**src/rtl/probatina_chunk_scheduler.sv**
```systemverilog
// probatina_chunk_scheduler
//
// Sits between the host-facing ap_* handshake and a single vadd engine.
// On a host start it splits ctrl_total_bytes into chunks of at most
// ctrl_chunk_bytes (rounded down to whole AXI beats). For each chunk it issues
// one engine start pulse with the chunk's address and size, then waits for the
// engine's done pulse. After the last chunk it pulses ap_done/ap_ready.
//
// Ports:
//   ap_clk, ap_rst_n         clock, asynchronous active-low reset
//   ap_start                 host start (level; only a rising edge is used)
//   ap_idle/ap_done/ap_ready host status (ap_ready mirrors ap_done)
//   ctrl_base_addr           start address, sampled at start
//   ctrl_total_bytes         bytes to move, sampled at start
//   ctrl_chunk_bytes         max chunk size (0 selects C_DEFAULT_CHUNK_BYTES)
//   eng_start                one-cycle engine start pulse
//   eng_addr_offset          chunk address, held until the next issue
//   eng_xfer_size_in_bytes   chunk size, held until the next issue
//   eng_done                 engine done pulse (honoured only while waiting)
//   stat_chunks              chunks completed this run, saturating
module probatina_chunk_scheduler #(
    parameter int C_ADDR_WIDTH          = 64,
    parameter int C_XFER_SIZE_WIDTH     = 32,
    parameter int C_DATA_WIDTH          = 512,
    parameter int C_DEFAULT_CHUNK_BYTES = 16384
) (
    input  logic                         ap_clk,
    input  logic                         ap_rst_n,
    input  logic                         ap_start,
    output logic                         ap_idle,
    output logic                         ap_done,
    output logic                         ap_ready,
    input  logic [C_ADDR_WIDTH-1:0]      ctrl_base_addr,
    input  logic [C_XFER_SIZE_WIDTH-1:0] ctrl_total_bytes,
    input  logic [C_XFER_SIZE_WIDTH-1:0] ctrl_chunk_bytes,
    output logic                         eng_start,
    output logic [C_ADDR_WIDTH-1:0]      eng_addr_offset,
    output logic [C_XFER_SIZE_WIDTH-1:0] eng_xfer_size_in_bytes,
    input  logic                         eng_done,
    output logic [15:0]                  stat_chunks
);

    localparam logic [C_XFER_SIZE_WIDTH-1:0] BEAT      = C_XFER_SIZE_WIDTH'(C_DATA_WIDTH / 8);
    localparam logic [C_XFER_SIZE_WIDTH-1:0] DEF_CHUNK = C_XFER_SIZE_WIDTH'(C_DEFAULT_CHUNK_BYTES);

    // Effective chunk: default when zero, then whole beats only, never below one beat.
    function automatic logic [C_XFER_SIZE_WIDTH-1:0] eff_chunk(
        input logic [C_XFER_SIZE_WIDTH-1:0] req
    );
        logic [C_XFER_SIZE_WIDTH-1:0] c;
        logic [C_XFER_SIZE_WIDTH-1:0] r;
        c = (req == '0) ? DEF_CHUNK : req;
        r = c - (c % BEAT);
        return (r == '0) ? BEAT : r;
    endfunction

    function automatic logic [C_XFER_SIZE_WIDTH-1:0] min_size(
        input logic [C_XFER_SIZE_WIDTH-1:0] a,
        input logic [C_XFER_SIZE_WIDTH-1:0] b
    );
        return (a < b) ? a : b;
    endfunction

    typedef enum logic [2:0] {
        S_IDLE,
        S_LOAD,
        S_ISSUE,
        S_WAIT,
        S_DONE
    } state_t;

    state_t                         state;
    logic                           ap_start_r;
    logic [C_ADDR_WIDTH-1:0]        base_q;
    logic [C_XFER_SIZE_WIDTH-1:0]   total_q;
    logic [C_XFER_SIZE_WIDTH-1:0]   chunk_req_q;
    logic [C_XFER_SIZE_WIDTH-1:0]   chunk_q;
    logic [C_XFER_SIZE_WIDTH-1:0]   remaining;
    logic [C_ADDR_WIDTH-1:0]        cur_addr;

    logic                           start_edge;
    logic [C_XFER_SIZE_WIDTH-1:0]   chunk_eff;
    logic [C_XFER_SIZE_WIDTH-1:0]   rem_next;
    logic [C_ADDR_WIDTH-1:0]        addr_next;

    // The size register always holds the chunk in flight, so the post-done
    // remainder and address are derived from it directly.
    assign start_edge = ap_start & ~ap_start_r;
    assign chunk_eff  = eff_chunk(chunk_req_q);
    assign rem_next   = remaining - eng_xfer_size_in_bytes;
    assign addr_next  = cur_addr + C_ADDR_WIDTH'(eng_xfer_size_in_bytes);
    assign ap_ready   = ap_done;

    // Transfer bookkeeping: only meaningful inside a run, so no reset.
    always_ff @(posedge ap_clk) begin
        case (state)
            S_IDLE: begin
                if (start_edge) begin
                    base_q      <= ctrl_base_addr;
                    total_q     <= ctrl_total_bytes;
                    chunk_req_q <= ctrl_chunk_bytes;
                end
            end
            S_LOAD: begin
                chunk_q   <= chunk_eff;
                remaining <= total_q;
                cur_addr  <= base_q;
            end
            S_WAIT: begin
                if (eng_done) begin
                    remaining <= rem_next;
                    cur_addr  <= addr_next;
                end
            end
            default: ;
        endcase
    end

    // Sequencer and registered outputs.
    always_ff @(posedge ap_clk or negedge ap_rst_n) begin
        if (!ap_rst_n) begin
            state                  <= S_IDLE;
            ap_start_r             <= 1'b0;
            ap_idle                <= 1'b1;
            ap_done                <= 1'b0;
            eng_start              <= 1'b0;
            eng_addr_offset        <= '0;
            eng_xfer_size_in_bytes <= '0;
            stat_chunks            <= '0;
        end else begin
            ap_start_r <= ap_start;
            eng_start  <= 1'b0;
            ap_done    <= 1'b0;
            case (state)
                S_IDLE: begin
                    if (start_edge) begin
                        state       <= S_LOAD;
                        ap_idle     <= 1'b0;
                        stat_chunks <= '0;
                    end
                end
                S_LOAD: begin
                    if (total_q == '0) begin
                        state   <= S_DONE;
                        ap_done <= 1'b1;
                    end else begin
                        state                  <= S_ISSUE;
                        eng_start              <= 1'b1;
                        eng_addr_offset        <= base_q;
                        eng_xfer_size_in_bytes <= min_size(total_q, chunk_eff);
                    end
                end
                S_ISSUE: begin
                    // A done pulse coincident with the start is not for this chunk.
                    state <= S_WAIT;
                end
                S_WAIT: begin
                    if (eng_done) begin
                        if (stat_chunks != 16'hFFFF) begin
                            stat_chunks <= stat_chunks + 16'd1;
                        end
                        if (rem_next == '0) begin
                            state   <= S_DONE;
                            ap_done <= 1'b1;
                        end else begin
                            state                  <= S_ISSUE;
                            eng_start              <= 1'b1;
                            eng_addr_offset        <= addr_next;
                            eng_xfer_size_in_bytes <= min_size(rem_next, chunk_q);
                        end
                    end
                end
                S_DONE: begin
                    state   <= S_IDLE;
                    ap_idle <= 1'b1;
                end
                default: begin
                    state   <= S_IDLE;
                    ap_idle <= 1'b1;
                end
            endcase
        end
    end

endmodule

```
**config.mk**
```make
export PLATFORM = sky130hd
export DESIGN_NAME = probatina_chunk_scheduler
export DESIGN_NICKNAME = d
export VERILOG_FILES = /design/src/rtl/probatina_chunk_scheduler.sv
export SDC_FILE = /design/constraint.sdc
export NUM_CORES = 1
export LEC_CHECK = 0
export ABC_AREA = 1
export BUFFER_PORTS_ARGS = -buffer_cell sky130_fd_sc_hd__buf_2
export CORE_MARGIN = 4
export CORE_UTILIZATION = 50
export CTS_CLUSTER_SIZE = 30
export DETAILED_ROUTE_END_ITERATION = 8
export PLACE_DENSITY = 0.71
export SYNTH_ARGS = -nofsm -noshare
export SYNTH_HDL_FRONTEND = slang
export SYNTH_SLANG_ARGS = --single-unit
export TNS_END_PERCENT = 100
```
**constraint.sdc**
```tcl
create_clock -name ap_clk -period 15.85 [get_ports ap_clk]
set_input_delay 2.3775 -clock ap_clk [delete_from_list [all_inputs] [get_ports ap_clk]]
set_output_delay 2.3775 -clock ap_clk [all_outputs]
set_load 0.05 [all_outputs]
```
# Word level (Yosys, flattened, before mapping)
# Index checks and enable logic that the tools add are counted.
[word_totals]
reg_bits = 375
latch_bits = 0
ram_bits = 0
romBits = 0
inputBits = 132
output_inout_bits = 116
wordCells = 81
n_memories = 0
[classes]
n_addsub = 4
multipliers = 0
n_div = 0
order_cmp = 2
n_eq_ne = 9
shifts = 0
n_mux = 35
n_bitwise = 3
n_reduce_logical = 14
[op_table]
columns = ["cell", "count"]
rows = [
  ["32-bit 2-to-1 mux", 8],
  ["64-bit 2-to-1 mux", 4],
  ["64-bit case mux with 2 select lines", 2],
  ["32-bit logical NOT", 4],
  ["32-bit case mux with 2 select lines", 2],
  ["64-bit by 32-bit adder with 64-bit output", 1],
  ["32-bit less-than comparator", 2],
  ["16-bit 2-to-1 mux", 3],
  ["16-bit case mux with 2 select lines", 1],
  ["32-bit subtractor", 1],
  ["32-bit by 6-bit subtractor with 32-bit output", 1],
  ["16-bit by 1-bit adder with 16-bit output (second input constant)", 1],
  ["16-bit != test (second input constant)", 1],
  ["3-bit 2-to-1 mux", 4],
  ["3-bit case mux with 4 select lines", 1],
  ["2-bit != test (second input constant)", 5],
  ["2-bit AND reduction", 4],
  ["4-bit AND reduction", 2],
  ["1-bit 2-to-1 mux", 7],
  ["3-bit by 2-bit equality test with 1-bit output (second input constant)", 2],
  ["1-bit case mux with 2 select lines", 3],
  ["2-bit nonzero test", 2],
  ["3-bit by 1-bit equality test with 1-bit output (second input constant)", 1],
  ["3-bit logical NOT", 1],
  ["3 further kinds", 4],
]

# Depth between registers and ports, before layout
# Gate-level depths: netlist of run 1.
[depth]
word_depth = 9
depth_mapped = 26
ltp_nobuf = 25

# Worst setup path after synthesis of run 1
# Ideal clock, no wire load.
[synth_timing]
path_type = "input port to flip-flop"
start = "input ap_start"
end = "register stat_chunks[14]"
setup_time_ps = 125
arrival_time_ps = 9741
t_required_ps = 15725
setup_slack_ps = 5984
cell_stages = 10
n_path_buf = 0
path_cell_list = "inv_1 nor3_2 inv_1 nand2_1 inv_1 nor2_1 nand3_1 nand2_1 o21ai_0 o21a_1"
[synth_via]
elab_chain_cells = 3
[synth_rtl]
columns = ["element", "line", "rtl"]
rows = [
  ["from (decl)", "29", "input logic ap_start,"],
  ["1-bit bitwise AND", "88", "assign start_edge = ap_start & ~ap_start_r;"],
  ["2-bit != test (no line)", "--", ""],
  ["4-bit AND reduction (no line)", "--", ""],
  ["to (signal assigned)", "160", "stat_chunks <= stat_chunks + 16'd1;"],
  ["to (decl)", "40", "output logic [15:0] stat_chunks"],
]
# No other way between the ends.
# A chain may end at the register's enable or synchronous reset.

# Worst setup path in the final report of run 1
[layout_timing]
start = "register chunk_req_q[29]"
end = "register eng_xfer_size_in_bytes[28]"
[layout_via]
elab_chain_cells = 9
[layout_rtl]
columns = ["element", "line", "rtl"]
rows = [
  ["from (decl)", "76", "logic [C_XFER_SIZE_WIDTH-1:0] chunk_req_q;"],
  ["from (signal assigned)", "101", "chunk_req_q <= ctrl_chunk_bytes;"],
  ["32-bit logical NOT", "52", "c = (req == '0) ? DEF_CHUNK : req;"],
  ["32-bit 2-to-1 mux *", "52", ""],
  ["32-bit by 6-bit subtractor with 32-bit output *", "53", "r = c - (c % BEAT);"],
  ["32-bit logical NOT", "54", "return (r == '0) ? BEAT : r;"],
  ["32-bit 2-to-1 mux *", "54", ""],
  ["net chunk_eff[6]", "82", "logic [C_XFER_SIZE_WIDTH-1:0] chunk_eff;"],
  ["32-bit less-than comparator *", "61", "return (a < b) ? a : b;"],
  ["32-bit 2-to-1 mux *", "61", ""],
  ["32-bit 2-to-1 mux *", "143", "if (total_q == '0) begin"],
  ["32-bit case mux with 2 select lines *", "134", "case (state)"],
  ["to (signal assigned)", "150", "eng_xfer_size_in_bytes <= min_size(total_q, chunk_eff);"],
  ["to (signal assigned)", "169", "eng_xfer_size_in_bytes <= min_size(rem_next, chunk_q);"],
  ["to (decl)", "38", "output logic [C_XFER_SIZE_WIDTH-1:0] eng_xfer_size_in_bytes,"],
]
# The timed path passes the listed nets; every way through them passes the cells marked *. The select of a mux whose other input is x is not followed.

==> impl_metrics.env, run 1 <==
export IMPL_final_max_slew_violation_count=0
export IMPL_rr_worst_depth=18
export IMPL_drv_cap=0
export IMPL_synth_edf_count=250
export IMPL_ios=248
export IMPL_required_ps=16300
export IMPL_path_clk_slew_ps=60
export IMPL_use_met2_pct=44.1
export IMPL_whs_path_depth=2
export IMPL_synth_seq_cells=369
export IMPL_crit_top_cell="nand2_1"
export IMPL_grt_max_degree=98
export IMPL_rsz0062_at_grt="no"
export IMPL_postCtsHoldBufs=0
export IMPL_synth_cells=2687
export IMPL_hp_class="register to register"
export IMPL_grt_use_met1_pct=42.9
export IMPL_synth_top_flop_cell="edfxtp_1"
export IMPL_yosys_area_top_type_share_pct=34.7
export IMPL_cp_max_fo=33
export IMPL_synth_area_per_cell_um2=8.06
export IMPL_setup_viol=0
export IMPL_grt_pass1_vias=18700
export IMPL_clock_fmax_ghz=0.204
export IMPL_die_area_mm2=0.0467
export IMPL_drt_first_iter_violations=2011
export IMPL_wl_per_cell_um=19.4
export IMPL_startpoint_type="register"
export IMPL_ys_seq_area_share_pct=48.4
export IMPL_syn_area_mm2=0.0217
export IMPL_antenna_found_initial=1
export IMPL_htree_levels=2
export IMPL_rows=75
export IMPL_cts_tree="built"
export IMPL_critPathMaxStageDelay_ps=710
export IMPL_vias=19400
export IMPL_first_pass_iters=6
export IMPL_cts_resized=0
export IMPL_viasPerCell=5.53
export IMPL_io_buffers=247
export IMPL_fin_skew_ps=17.8
export IMPL_crit_chain="nor4_1 -> nand2_1 -> nor4_1 -> nand4_1 -> nand2_1 -> inv_1 -> ha_1 -> o21ai_0 -> nand2_1 -> nand3_1 -> o2111ai_1 -> nand4_1 -> buf_4 -> nand2_1 -> o21ai_0 -> o21ai_0 -> nand2_1 -> nand2_1"
export IMPL_die_w_um=216
export IMPL_synth_area_top_cells="edfxtp_1 35%, nand2_1 14%, dfrtp_1 14%"
export IMPL_cts_num_sinks=369
export IMPL_clk_latency_ps=580
export IMPL_start_util_pct=51.1
export IMPL_async_flop_share_pct=32.2
export IMPL_hold_viol_final=0
export IMPL_drc=0
export IMPL_fin_hold_ws_ps=468
export IMPL_grt_pass1_wl_mm=106
export IMPL_status="completed"
export IMPL_arrival_ps=5350
export IMPL_final_setup_tns_ps=0
export IMPL_busiest_layer="met2"
export IMPL_post_cts_setup_buffers=0
export IMPL_area_growth_pct=14.5
export IMPL_synth_warnings=0
export IMPL_grtUsageMet3_pct=4.37
export IMPL_synth_distinct_cells=43
export IMPL_worstSetupPathType="register to register"
export IMPL_worst_pin_slew_ps=1260
export IMPL_n_antenna_cell=0
export IMPL_cts_root_buf="clkbuf_16"
export IMPL_fin_crit_ps=4900
export IMPL_grtUsageTotal_pct=28.6
export IMPL_layout_nets=3150
export IMPL_postRouteAntennaNets=0
export IMPL_end_kind="register"
export IMPL_synthesis_nets=2937
export IMPL_final_util_pct=58.5
export IMPL_slew_headroom_pct=15.3
export IMPL_dpl_hpwl_mm=51.7
export IMPL_globalplace_congestion=0.972
export IMPL_drive_gt1_share_pct=12.1
export IMPL_yosysTopAreaCell="edfxtp_1"
export IMPL_numCtsBuffers=42
export IMPL_core_mm2=0.0424
export IMPL_fin_crit_sh_pct=30.9
export IMPL_cts_max_path_buffers=3
export IMPL_wl_mm=68.0
export IMPL_die_h_um=216
export IMPL_grt_overflow_total=0
export IMPL_crit_slowest_cell="nand2_1"
cells in the final DEF (no fill, tap or decap), types with 6 or more instances in the layout:
cell type | synthesis | final
inv_1 | 344 | 344
nor3_1 | 35 | 35
buf_2 | 11 | 246
nand3_1 | 197 | 196
nand4_1 | 43 | 43
nand3b_1 | 6 | 6
dfrtp_1 | 118 | 118
ha_1 | 116 | 116
nor2_1 | 195 | 194
buf_4 | 5 | 18
clkbuf_1 | 65 | 11
nand2_1 | 804 | 804
nor4_1 | 17 | 17
o22ai_1 | 6 | 6
clkinv_2 | 0 | 6
clkbuf_16 | 0 | 42
o21ai_0 | 183 | 183
a31oi_1 | 29 | 29
xor2_1 | 22 | 22
a21oi_1 | 155 | 154
o21bai_1 | 6 | 6
edfxtp_1 | 250 | 250
or2_2 | 10 | 10
xnor2_1 | 19 | 19
worst max-delay path, delay by kind of cell, from the launching register on:
family                     cells  cell delay [ps]
AOI/OAI and AO/OA              4              940
buffers and inverters          2              350
adders and majority gates      1              270
DFF                            1              450
and+or+nand+nor               11             2750
path summary, 6_finish.rpt:
path / from / end / slack, ps
hold reg to reg: ap_idle$_DFFE_PN1P_ / ap_idle$_DFFE_PN1P_ / 470
hold / removal: ap_idle$_DFFE_PN1P_ / ap_idle$_DFFE_PN1P_ / 470
max in group asynchronous: ap_rst_n / eng_xfer_size_in_bytes[28]$_DFFE_PN0P_ / 12550
min in group asynchronous: ap_rst_n / eng_addr_offset[55]$_DFFE_PN0P_ / 1850
setup reg to reg: chunk_req_q[29]$_DFFE_PP_ / eng_xfer_size_in_bytes[28]$_DFFE_PN0P_ / 10960
setup / recovery: chunk_req_q[29]$_DFFE_PP_ / eng_xfer_size_in_bytes[28]$_DFFE_PN0P_ / 10960
cells by family (layout without fill, tap and decap cells):
logic type / Yosys count / count (layout) / synth area share (%)
buffers and inverters: 442 / 689 / 7.99
and+or+nand+nor: 1317 / 1317 / 25.3
adders and majority gates: 118 / 118 / 6.89
DFF: 369 / 369 / 48.4
AOI/OAI and AO/OA: 400 / 400 / 9.79
xor gates and xnor gates: 41 / 41 / 1.66
area by class of cell:
type                    instances  area [um^2]
flip-flops and latches        369        10500
clock inverters                20          283
multi-input cells            1876         9480
repair buffers                264         1370
well taps                     577          722
clock buffers                  58         1160
fillers                      3956        17600
inverters                     347         1300
layer usage:
layer | up-vias | routed length (um)
li1 | 9334 | -
met1 | 9178 | 31400
met2 | 806 | 29700
met3 | 94 | 5450
met4 | 0 | 1480
met5 | - | 0
synth_stat cells (all sizes together) (29+ instances only):
| cell | n |
|---|---|
| nand2 | 807 |
| nand4 | 43 |
| nor2 | 198 |
| clkbuf | 65 |
| ha | 116 |
| a21oi | 155 |
| nor3 | 36 |
| edfxtp | 250 |
| a31oi | 29 |
| buf | 30 |
| o21ai | 184 |
| dfrtp | 118 |
| nand3 | 198 |
| inv | 347 |
per-stage QoR:
step                      instances  worst slack (ps)  cell area [um^2]
after floorplan                2687              5980             21700
after global placement         3433             10850             23400
after detailed placement       3433             10780             23400
after CTS                      3511             10980             24800
after global routing           3511             10550             24800
final                          3511             10960             24800
sequential cells by signal, summed over array words and instances, names as in the netlist:
name / count
base_q: 64
remaining: 32
state: 3
total_q: 32
chunk_req_q: 32
eng_start: 1
cur_addr: 64
ap_idle: 1
eng_addr_offset: 64
eng_xfer_size_in_bytes: 32
chunk_q: 26
stat_chunks: 16
ap_done: 1
ap_start_r: 1
Power of run 1 is not shown: default switching activity piles up to over one toggle a cycle in this logic, so the estimate is an artifact.
==> run 2: changes to the inputs <==
--- a/config.mk
+++ b/config.mk
@@ -5,13 +5,13 @@
 export SDC_FILE = /design/constraint.sdc
 export NUM_CORES = 1
 export LEC_CHECK = 0
-export ABC_AREA = 1
+export ABC_AREA = 0
 export BUFFER_PORTS_ARGS = -buffer_cell sky130_fd_sc_hd__buf_2
 export CORE_MARGIN = 4
 export CORE_UTILIZATION = 50
 export CTS_CLUSTER_SIZE = 30
 export DETAILED_ROUTE_END_ITERATION = 8
-export PLACE_DENSITY = 0.71
+export PLACE_DENSITY = 0.74
 export SYNTH_ARGS = -nofsm -noshare
 export SYNTH_HDL_FRONTEND = slang
 export SYNTH_SLANG_ARGS = --single-unit
==> constraint.sdc (replaced) <==
create_clock -name ap_clk -period 3.95 [get_ports ap_clk]
set_input_delay 0.5925 -clock ap_clk [delete_from_list [all_inputs] [get_ports ap_clk]]
set_output_delay 0.5925 -clock ap_clk [all_outputs]
set_load 0.05 [all_outputs]
==> impl_metrics.env, run 2 <==
export IMPL_grtUsageTotal_pct=26.4
export IMPL_synth_edf_count=250
export IMPL_ys_top_cells_by_count="250 x edfxtp_1, 211 x nand2_1, 156 x o21ai_0"
export IMPL_cts_tree="built"
export IMPL_synth_cells=1871
export IMPL_rr_worst_depth=21
export IMPL_cts_max_path_buffers=3
export IMPL_final_setup_tns_ps=-46150
export IMPL_start_util_pct=50.6
export IMPL_r2r_start="remaining[0]$_DFFE_PP_"
export IMPL_whs_path_depth=1
export IMPL_setup_viol=97
export IMPL_synth_warnings=0
export IMPL_grt_overflow_total=0
export IMPL_mostFrequentLayoutCells="250 x edfxtp_1, 248 x buf_4, 246 x buf_2, 211 x nand2_1, 143 x o21ai_0"
export IMPL_drive_gt1_share_pct=32.3
export IMPL_grt_pass1_wl_mm=92.0
export IMPL_fin_crit_sh_pct=115
export IMPL_wl_per_cell_um=20.6
export IMPL_yosysTopAreaCell="edfxtp_1"
export IMPL_grt_pass1_vias=16800
export IMPL_rsz0062_at_grt="yes"
export IMPL_vias=16500
export IMPL_drv_cap=0
export IMPL_synth_top_flop_cell="edfxtp_1"
export IMPL_synth_area_per_cell_um2=10.8
export IMPL_synth_area_top_cells="edfxtp_1 37%, dfrtp_1 15%, ha_1 7.2%"
export IMPL_hp_class="input port to register"
export IMPL_synth_distinct_cells=70
export IMPL_n_fill_cell=3146
export IMPL_cts_num_sinks=369
export IMPL_synthesis_nets=2121
export IMPL_dpl_hpwl_mm=43.2
export IMPL_io_buffers=247
export IMPL_htree_levels=2
export IMPL_syn_area_mm2=0.0202
export IMPL_cts_root_buf="clkbuf_16"
export IMPL_grt_max_degree=143
export IMPL_wl_mm=59.8
export IMPL_fin_ws_ps=-594
export IMPL_path_clk_slew_ps=60
export IMPL_antenna_found_initial=2
export IMPL_globalplace_congestion=0.984
export IMPL_end_kind="register"
export IMPL_ys_seq_area_share_pct=52.0
export IMPL_drt_first_iter_violations=1368
export IMPL_rr_endpoint="eng_xfer_size_in_bytes[24]$_DFFE_PN0P_"
export IMPL_largest_registers="base_q x64, cur_addr x64, eng_addr_offset x64"
export IMPL_viasPerCell=5.70
export IMPL_final_max_slew_violation_count=0
export IMPL_cp_max_fo=8
export IMPL_hold_path_endpoint="ap_start_r$_DFF_PN0_"
export IMPL_arrival_ps=4990
export IMPL_reg2reg_slack_ps=-590
export IMPL_startpoint_type="register"
export IMPL_clk_latency_ps=570
export IMPL_area_growth_pct=28.5
export IMPL_hold_viol_final=0
export IMPL_clock_fmax_ghz=0.220
export IMPL_postRouteAntennaNets=0
export IMPL_die_h_um=209
export IMPL_seq_area_mm2=0.0105
export IMPL_worstSetupPathType="register to register"
export IMPL_slew_headroom_pct=45.4
export IMPL_layout_commonest_cell="edfxtp_1"
export IMPL_worst_pin_slew_ps=819
export IMPL_ios=248
export IMPL_violations="negative setup slack"
export IMPL_die_area_mm2=0.0436
export IMPL_first_pass_iters=6
export IMPL_rows=73
export IMPL_yosys_area_top_type_share_pct=37.2
export IMPL_fin_skew_ps=20.1
export IMPL_core_mm2=0.0398
export IMPL_layout_nets=2590
export IMPL_min_from="ap_start"
export IMPL_async_flop_share_pct=32.2
export IMPL_multi_input_area_mm2=0.00929
export IMPL_synth_seq_cells=369
export IMPL_yosysMostFrequentCell="edfxtp_1"
export IMPL_numCtsBuffers=40
export IMPL_required_ps=4400
export IMPL_die_w_um=209
export IMPL_status="complete, but fails checks"
export IMPL_fin_crit_ps=4540
export IMPL_drc=0
## run 2: cell types whose count changed after synthesis, sizes merged, moves of 48 or more
cell   change
mux2      +98
nand2    -596
inv      -225
a21o      +48
nor2     -116
nand3    -165
## run 2: layout make-up
cell class / instances / share of cell area [%]
Tap cell: 525 / 2.54
Timing Repair Buffer: 522 / 14.0
Sequential cell: 369 / 40.6
Clock inverter: 18 / 0.889
Antenna cell: 2 / 0.0193
Multi-Input combinational cell: 1285 / 35.9
Clock buffer: 54 / 4.30
Inverter: 122 / 1.78
## run 2: cells by family after synthesis
family	count (synthesis)	share of synthesized area (%)
muxes	134	7.26
buffers and inverters	217	4.21
AOI/OAI and AO/OA	449	13.5
DFF	369	52.0
xor gates and xnor gates	88	3.82
adders and majority gates	118	7.40
and+or+nand+nor	496	11.8
## run 2: what timing repair did
| item | CTS | global route |
|---|---|---|
| setup endpoints to repair | 97 | 101 |
| pin swaps | 11 | 4 |
| setup buffers | 7 | 9 |
| gates cloned | 1 | 3 |
| resized for setup | 64 | 30 |
| hold endpoints to repair | 1 | 0 |
| hold buffers | 1 | 0 |
## run 2: through the flow
stage | instances | utilization (%) | cell area (um^2) | worst slack [ps] | hold slack, ps
6_report | 2897 | 65.1 | 25900 | -594 | 158
3_5_place_dp | 2802 | 60.0 | 23900 | -626 | 478
5_1_grt | 2897 | 65.1 | 25900 | -737 | 154
3_3_place_gp | 2802 | 60.0 | 23900 | -521 | 475
2_1_floorplan | 1871 | - | 20300 | -397 | 297
4_1_cts | 2883 | 64.3 | 25600 | -435 | 139
## run 2: layer usage
| metal | routed length (um) | share of wire, % | global-route usage, % | up-vias |
|---|---|---|---|---|
| met5 | 0 | 0 | 0 | - |
| li1 | - | - | - | 7767 |
| met2 | 28400 | 48 | 43.4 | 566 |
| met3 | 3770 | 6.3 | 5.04 | 133 |
| met4 | 2230 | 3.7 | 10.1 | 0 |
| met1 | 25300 | 42 | 35.0 | 8038 |
## run 2: worst max-delay path by stage
stage                     slack [ps]                                   start  cells past startpoint                                     end
after detailed placement        -630                  remaining[4]$_DFFE_PP_                     21  eng_xfer_size_in_bytes[28]$_DFFE_PN0P_
after global routing            -740  eng_xfer_size_in_bytes[12]$_DFFE_PN0P_                     22  eng_xfer_size_in_bytes[24]$_DFFE_PN0P_
final                           -590                  remaining[0]$_DFFE_PP_                     21  eng_xfer_size_in_bytes[24]$_DFFE_PN0P_
after global placement          -520                  remaining[0]$_DFFE_PP_                     21  eng_xfer_size_in_bytes[28]$_DFFE_PN0P_
after CTS                       -440                  remaining[0]$_DFFE_PP_                     23  eng_xfer_size_in_bytes[16]$_DFFE_PN0P_
after floorplan                 -400   eng_xfer_size_in_bytes[0]$_DFFE_PN0P_                     22  eng_xfer_size_in_bytes[28]$_DFFE_PN0P_
## run 2: critical path, stage by stage (launching register included)
cell and delay [ps]:
edfxtp_1 370, inv_2 80, ha_4 130, inv_2 40, fa_2 370, a21o_1 190
a221o_2 440, buf_4 180, a31oi_1 200, xor2_1 300, inv_1 90, ha_1 280
o21a_1 110, o211ai_1 200, a21oi_2 130, o21ai_2 200, nand3_2 170, buf_6 180
buf_8 140, a211oi_2 200, a21oi_1 80, mux2_2 320
Power of run 2 is left out for the same reason.
